==> config.mk <==
export PLATFORM = sky130hd
export DESIGN_NAME = rr_arbiter_32
export DESIGN_NICKNAME = d
export VERILOG_FILES = /design/src/rtl/arb_pkg.sv /design/src/rtl/rr_pick_32.sv /design/src/rtl/rr_arbiter_32.sv
export SDC_FILE = /design/constraint.sdc
export NUM_CORES = 1
export LEC_CHECK = 0
export CORE_ASPECT_RATIO = 1.2
export CORE_MARGIN = 2
export CORE_UTILIZATION = 35
export CTS_CLUSTER_DIAMETER = 120
export DETAILED_ROUTE_END_ITERATION = 7
export GPL_ROUTABILITY_DRIVEN = 0
export PLACE_DENSITY = 0.62
export SLEW_MARGIN = 20
export SYNTH_ARGS = -nofsm -noshare
export SYNTH_HDL_FRONTEND = slang
export SYNTH_SLANG_ARGS = --single-unit
==> constraint.sdc <==
create_clock -name clk -period 11.27 [get_ports clk]
set_clock_uncertainty 0.2 [all_clocks]
set_input_delay 2.254 -clock clk [delete_from_list [all_inputs] [get_ports clk]]
set_output_delay 2.254 -clock clk [all_outputs]
set_load 0.05 [all_outputs]
==> src/rtl/arb_pkg.sv <==
// Shared types and constants for the 32-way round-robin arbiter.
package arb_pkg;

  localparam int ARB_N     = 32;
  localparam int ARB_PTR_W = 5;

  typedef logic [ARB_N-1:0]     req_vec_t;
  typedef logic [ARB_PTR_W-1:0] arb_idx_t;

  typedef enum logic {
    IDLE  = 1'b0,
    GRANT = 1'b1
  } arb_state_t;

endpackage

==> src/rtl/rr_pick_32.sv <==
// Combinational rotated-priority picker: the first set bit of req at or
// after ptr (wrapping 31->0) wins. Output is one-hot, its index, and any.
module rr_pick_32
  import arb_pkg::*;
(
  input  req_vec_t req,
  input  arb_idx_t ptr,
  output req_vec_t onehot,
  output arb_idx_t idx,
  output logic     any
);

  logic [2*ARB_N-1:0] dbl_req;
  logic [2*ARB_N-1:0] dbl_oh;
  req_vec_t           rot;
  req_vec_t           rot_oh;

  // Rotate right so ptr lands on bit 0, isolate the lowest set bit, rotate back.
  always_comb begin
    dbl_req = {req, req} >> ptr;
    rot     = dbl_req[ARB_N-1:0];
    rot_oh  = rot & (~rot + req_vec_t'(1));
    dbl_oh  = {rot_oh, rot_oh} << ptr;
    onehot  = dbl_oh[2*ARB_N-1:ARB_N];
    any     = |req;
  end

  // Encode the one-hot winner; at most one bit is set, so OR-ing indices is exact.
  always_comb begin
    idx = '0;
    for (int i = 0; i < ARB_N; i++) begin
      if (onehot[i]) idx = idx | arb_idx_t'(i);
    end
  end

endmodule

==> src/rtl/rr_arbiter_32.sv <==
// 32-requester round-robin arbiter with a registered one-hot grant and a
// valid/ready handshake. A grant is sticky until accepted; on acceptance
// the pointer moves past the winner and the same cycle's requests are
// re-arbitrated so back-to-back grants carry no bubble.
module rr_arbiter_32
  import arb_pkg::*;
#(
  parameter int N     = 32,
  parameter int PTR_W = 5
) (
  input  logic           clk,
  input  logic           rst,
  input  logic [N-1:0]   req,
  output logic [N-1:0]   gnt,
  output logic           gnt_valid,
  input  logic           gnt_ready
);

  // The downstream encoder is fixed at 32 inputs.
  if (N != ARB_N || PTR_W != ARB_PTR_W) begin : g_bad_width
    $error("rr_arbiter_32: N must be 32 and PTR_W must be 5");
  end

  arb_state_t state_q, state_d;
  arb_idx_t   ptr_q, ptr_d;
  arb_idx_t   win_q, win_d;
  req_vec_t   gnt_q, gnt_d;

  arb_idx_t   pick_ptr;
  req_vec_t   pick_oh;
  arb_idx_t   pick_idx;
  logic       pick_any;
  logic       hs;

  assign hs = (state_q == GRANT) && gnt_ready;

  // While granting, the picker already looks from win+1 so its result is the
  // next winner if the handshake lands; in IDLE ptr equals that same value.
  assign pick_ptr = (state_q == GRANT) ? arb_idx_t'(win_q + arb_idx_t'(1)) : ptr_q;

  rr_pick_32 u_pick (
    .req    (req),
    .ptr    (pick_ptr),
    .onehot (pick_oh),
    .idx    (pick_idx),
    .any    (pick_any)
  );

  // Next-state, pointer and grant update.
  always_comb begin
    state_d = state_q;
    ptr_d   = ptr_q;
    win_d   = win_q;
    gnt_d   = gnt_q;
    unique case (state_q)
      IDLE: begin
        if (pick_any) begin
          gnt_d   = pick_oh;
          win_d   = pick_idx;
          state_d = GRANT;
        end
      end
      GRANT: begin
        if (hs) begin
          ptr_d = arb_idx_t'(win_q + arb_idx_t'(1));
          if (pick_any) begin
            gnt_d = pick_oh;
            win_d = pick_idx;
          end else begin
            gnt_d   = '0;
            state_d = IDLE;
          end
        end
      end
      default: begin
        gnt_d   = '0;
        state_d = IDLE;
      end
    endcase
  end

  // State registers; reset drops any in-flight grant immediately.
  always_ff @(posedge clk or posedge rst) begin
    if (rst) begin
      state_q <= IDLE;
      ptr_q   <= '0;
      win_q   <= '0;
      gnt_q   <= '0;
    end else begin
      state_q <= state_d;
      ptr_q   <= ptr_d;
      win_q   <= win_d;
      gnt_q   <= gnt_d;
    end
  end

  assign gnt       = gnt_q;
  assign gnt_valid = (state_q == GRANT);

  // The encoder downstream must never see a multi-hot vector.
  a_onehot: assert property (@(posedge clk) disable iff (rst)
    $onehot0(gnt_q) && (gnt_valid == (|gnt_q)));

endmodule

# After elaboration in Yosys (flattened, before gate mapping)
# Cells that the tools add are included.
op_classes:
  n_eq_ne: 3
  reduce_logical: 5
  n_bitwise: 3
  mux: 57
  n_shift: 2
  addsub: 2
ops:
  columns: ["cell", "count"]
  rows:
  - ["$mux 32", 7]
  - ["$mux 5", 25]
  - ["$pmux 32 s2", 1]
  - ["$shl 64x5->64", 1]
  - ["$shr 64x5->32", 1]
  - ["$add 32x1->32 const B", 1]
  - ["$and 32x32->32", 1]
  - ["$mux 4", 8]
  - ["$not 32->32", 1]
  - ["$reduce_or 32->1", 1]
  - ["$mux 3", 4]
  - ["$pmux 5 s2", 1]
  - ["$mux 1", 8]
  - ["$add 5x1->5 const B", 1]
  - ["$mux 2", 2]
  - ["$reduce_and 2->1", 2]
  - ["$ne 3x3->1 const B", 1]
  - ["$reduce_and 3->1", 1]
  - ["$ne 2x1->1 const B", 1]
  - ["$ne 2x2->1 const B", 1]
  - ["$pmux 1 s2", 1]
  - ["$logic_and 1x1->1", 1]
  - ["$not 1->1", 1]
totals:
  out_inout_bits: 33
  reg_bits: 43
  in_bits: 35
  word_cells: 76

# Logic depth before layout (Yosys ltp)
logic_depth:
  ltp_word: 44
  ltp_mapped: 21

# Cells and area by module
# Synthesis repeated with hierarchy kept, for this count alone.
unflattened:
  cells_unflattened: 938
  hier_area_um2: 8161.6
modules_own_cells:
  columns: ["module", "seq_area_each_um2", "area_each_um2", "cells_each", "instances"]
  rows:
  - ["rr_pick_32", 0.0, 6478.7, 820, 1]
  - ["rr_arbiter_32", 1076.0, 1682.9, 118, 1]

# Worst setup path after synthesis
# Ideal clock, no wire load.
synth_timing:
  path_kind: "input to register"
  from: "in req[13]"
  to: "reg win_q[4]"
  setup_ns: 0.084
  setup_slack_ns: 5.203
  path_stages: 15
  required_ns: 10.986
  arrival_time_ns: 5.783
  cell_sequence: "clkbuf_1 > mux4_2 > a222oi_1 > nand2_1 > nor3_2 > o22ai_2 > nor2_4 > nand2_2 > buf_6 > o31ai_2 > nor2_1 > a211o_1 > a221o_1 > and4b_1 > a41oi_2"
synth_via:
  elab_chain_cells: 27
synth_rtl:
  columns: ["element", "line_no", "text"]
  rows:
  - ["start: declaration", "rr_arbiter_32.sv:13", "input logic [N-1:0] req,"]
  - ["$shr 64x5->32", "rr_pick_32.sv:20", "dbl_req = {req, req} >> ptr;"]
  - ["$not 32->32", "rr_pick_32.sv:22", "rot_oh = rot & (~rot + req_vec_t'(1));"]
  - ["$add 32x1->32", "rr_pick_32.sv:22", null]
  - ["$and 32x32->32", "rr_pick_32.sv:22", null]
  - ["$shl 64x5->64", "rr_pick_32.sv:23", "dbl_oh = {rot_oh, rot_oh} << ptr;"]
  - ["$mux 5 (16 in series)", "rr_pick_32.sv:32", "if (onehot[i]) idx = idx | arb_idx_t'(i);"]
  - ["$mux 5 (*)", "rr_arbiter_32.sv:57, rr_arbiter_32.sv:66", null]
  - ["$mux 5", "rr_arbiter_32.sv:64", "if (hs) begin"]
  - ["$mux 5", "rr_arbiter_32.sv:55", "unique case (state_q)"]
  - ["$mux 5", "rr_arbiter_32.sv:64", null]
  - ["$mux 5", "rr_arbiter_32.sv:55", null]
  - ["$pmux 5 s2 (*)", "rr_arbiter_32.sv:55", null]
  - ["end signal: assignment", "rr_arbiter_32.sv:92", "win_q <= win_d;"]
  - ["end: declaration", "rr_arbiter_32.sv:26", "arb_idx_t win_q, win_d;"]
# Every way passes the cells marked *; elsewhere a longest branch is shown, timed or not. The select of a mux whose other input is x is not followed.
# A chain may end at the register's enable or synchronous reset.

# Final worst setup path
# Ends and elaborated chain as after synthesis.

==> flow_metrics.tcl <==
set metrics [dict create \
    setup_violations 0 \
    grt_pass1_wl_microns 51500 \
    finalInstanceArea_sq_mm 0.00903 \
    fp.coreArea_sq_mm 0.0230 \
    post-cts-setup-buffer-count 0 \
    endpoint_kind "register" \
    syn-cell-area_sq_mm 0.00814 \
    critPathKind "in -> reg" \
    slew_viol_final 0 \
    crit_slowest_cell "nor4_4" \
    diodes 0 \
    fill_cells 2442 \
    path_cells "clkdlybuf4s50_1 > mux4_2 > a222oi_1 > nand2_1 > nor2_2 > a22oi_2 > nor4_4 > nand4_1 > a21boi_2 > nor2_1 > o32ai_1 > a21o_1 > mux2i_1 > and4b_1 > a41oi_2" \
    clk_latency_ns 0.28 \
    nets 1119 \
    powerDensity_mw_per_mm2 216 \
    top_level_ports 68 \
    status "complete, no violations" \
    ys.flop_type "dfrtp_1" \
    port_buffers 67 \
    final_core_util 0.392 \
    mostFrequentLayoutCell "nand3_1" \
    initial_core_util 0.353 \
    crit_required_ns 11.27 \
    cts_tree "built" \
    ctsHoldBuffers 0 \
    hold_path.class "reg -> reg" \
    syn_inst 1088 \
    drive_gt1_frac 0.119 \
    placed_area_sq_mm 0.00889 \
    startpoint "req[13]" \
    rsz0062_at_grt "false" \
    viasPerCell 6.92 \
    chipWidth_microns 143 \
    dr.pass1.iters 6 \
    regArea_sq_mm 0.00108 \
    drc 0 \
    arrival_ns 7.82 \
    synth_seq_cells 43 \
    grt_start_max_net_pins 79 \
    hpwl_microns 24700 \
    drtIter0Drc 1324 \
    max-vdd-ir-drop_v 0.0000797 \
    synth_cell_types 107 \
    hold_viol 0 \
    critPathMaxStageDelay_ns 0.84 \
    wire_per_inst_microns 23.7 \
    min_period_ns 7.81 \
    hp-start "ptr_q[2]" \
    htree_num_levels 2 \
    final_cell_mix "nand3_1 (135), nor2_1 (98), nand2_1 (80)" \
    clock_path_buffers 2 \
    die-height_microns 171 \
    grt_use_total 0.266 \
    yosysSeqAreaShare 0.132 \
    period_share 0.693 \
    die_area_sq_mm 0.0245 \
    synthArstFlopShare 1.00 \
    grt_pass1_vias 8890 \
    cts.repair.resized 0 \
    syn_nets 1124 \
    max_slew.worst_pin.slew_ns 1.07 \
    fmax_mhz 128 \
    drtAntennaViolNets 0 \
    ys.warnings.count 0 \
    synth-edff-count 0 \
    start_kind "input port" \
    grt_overflow_total 0 \
    syn_avg_cell_area_sq_um 7.48 \
    maxCapViolCount 0 \
    worstReg2RegStart "gnt_valid" \
    cts.sinks 43 \
    slew_headroom 0.283 \
    clk_pin_slew_ns 0.06 \
    num_rows 61 \
    power.leakage_nw 3.07 \
    multi_input_area_sq_mm 0.00664 \
    cp_max_fo 17 \
    cts_buffers 5 \
    tns_ns 0 \
    antenna_found_initial 0 \
    syn_to_final_growth_pct 10.9 \
    clock-root-buffer "clkbuf_16" \
    power_mw 1.95 \
    vias 9680 \
    routed_wl_microns 33100 \
    r2r_slack_ns 3.55 \
]
## cells by family (layout without fill, tap and decap cells)
kind of cell / after synthesis / after routing / share of synthesized area
adder cells (fa/ha/maj): 1 / 1 / 0.00154
multiplexers: 84 / 84 / 0.150
buffers and inverters: 96 / 92 / 0.0567
XOR/XNOR: 3 / 3 / 0.00415
AND/OR/NAND/NOR: 493 / 493 / 0.322
AO/OA/AOI/OAI: 368 / 368 / 0.334
flip-flops: 43 / 43 / 0.132
## report_power, final
part	total (mW)	switching (mW)	internal, mW
logic	1.60	1.10	0.501
clock network	0.142	0.0606	0.0819
registers	0.210	0.0217	0.188
## final cells by class
cell class	count	area share
clock buffers	6	0.0143
clock inverters	2	0.00139
inverters	6	0.00249
multi-input cells	949	0.736
flip-flops and latches	43	0.119
well taps	315	0.0436
repair buffers	78	0.0834
## cell usage after synthesis (5+ instances only)
| master | instances | share of area |
|---|---|---|
| a211oi_1 | 22 | 0.020 |
| nor3b_1 | 11 | 0.010 |
| and3_1 | 18 | 0.014 |
| a31oi_1 | 17 | 0.013 |
| a21oi_1 | 49 | 0.030 |
| inv_1 | 6 | 0.0028 |
| o2111ai_1 | 7 | 0.0075 |
| and2_1 | 11 | 0.0085 |
| a32oi_1 | 12 | 0.013 |
| mux4_2 | 27 | 0.075 |
| buf_2 | 22 | 0.014 |
| a21o_1 | 9 | 0.0083 |
| nand3_1 | 135 | 0.083 |
| mux2_2 | 11 | 0.015 |
| nand2_1 | 81 | 0.037 |
| nor3_1 | 39 | 0.024 |
| mux2i_1 | 39 | 0.048 |
| nor4b_1 | 7 | 0.0075 |
| o22ai_1 | 20 | 0.015 |
| o31ai_1 | 8 | 0.0074 |
| nand4b_1 | 5 | 0.0054 |
| buf_1 | 11 | 0.0051 |
| nand4_1 | 17 | 0.013 |
| nor2_1 | 99 | 0.046 |
| o21a_1 | 6 | 0.0055 |
| a22oi_1 | 20 | 0.018 |
| o21ai_0 | 74 | 0.045 |
| a221oi_1 | 7 | 0.0075 |
| o211ai_1 | 15 | 0.014 |
| clkbuf_1 | 49 | 0.023 |
| a211o_1 | 6 | 0.0065 |
| nor4_1 | 13 | 0.010 |
| o21ai_1 | 14 | 0.0086 |
| or3_1 | 5 | 0.0038 |
| a311oi_1 | 6 | 0.0065 |
| dfrtp_1 | 43 | 0.13 |
| buf_6 | 5 | 0.0069 |
| nand2b_1 | 9 | 0.0069 |
## sequential cells by signal (all words and copies together), names as in the netlist
signal / flops
gnt_valid: 1
gnt: 32
win_q: 5
ptr_q: 5
## critical path, delay by kind of cell
family / cells / cell delay (ns)
buffers and inverters: 1 / 0.64
AND/OR/NAND/NOR: 6 / 1.89
AO/OA/AOI/OAI: 6 / 2.29
multiplexers: 2 / 0.74
## through the flow
stage	setup WS (ns)	hold slack, ns	std cells
2_1_floorplan	5.20	0.251	1088
3_3_place_gp	3.61	0.267	1391
3_5_place_dp	3.45	0.282	1391
4_1_cts	3.72	0.296	1399
5_1_grt	3.17	0.333	1399
6_report	3.46	0.295	1399
## final timing paths
path                       endpoint  depth (start not counted)
max in group asynchronous  ptr_q[2]                          3
setup reg to reg           win_q[4]                         16
setup / recovery           win_q[4]                         15
hold / removal             ptr_q[2]                          2
hold reg to reg            ptr_q[2]                          2
min in group asynchronous   gnt[25]                          3
## layer usage
metal,routed length [microns],GRT usage,vias up
li1,-,-,4323
met1,13000,0.339,4581
met4,2620,0.182,0
met2,15000,0.419,622
met3,2510,0.0305,154
met5,0,0,-
No activity file was read; power rests on OpenSTA's default activity.
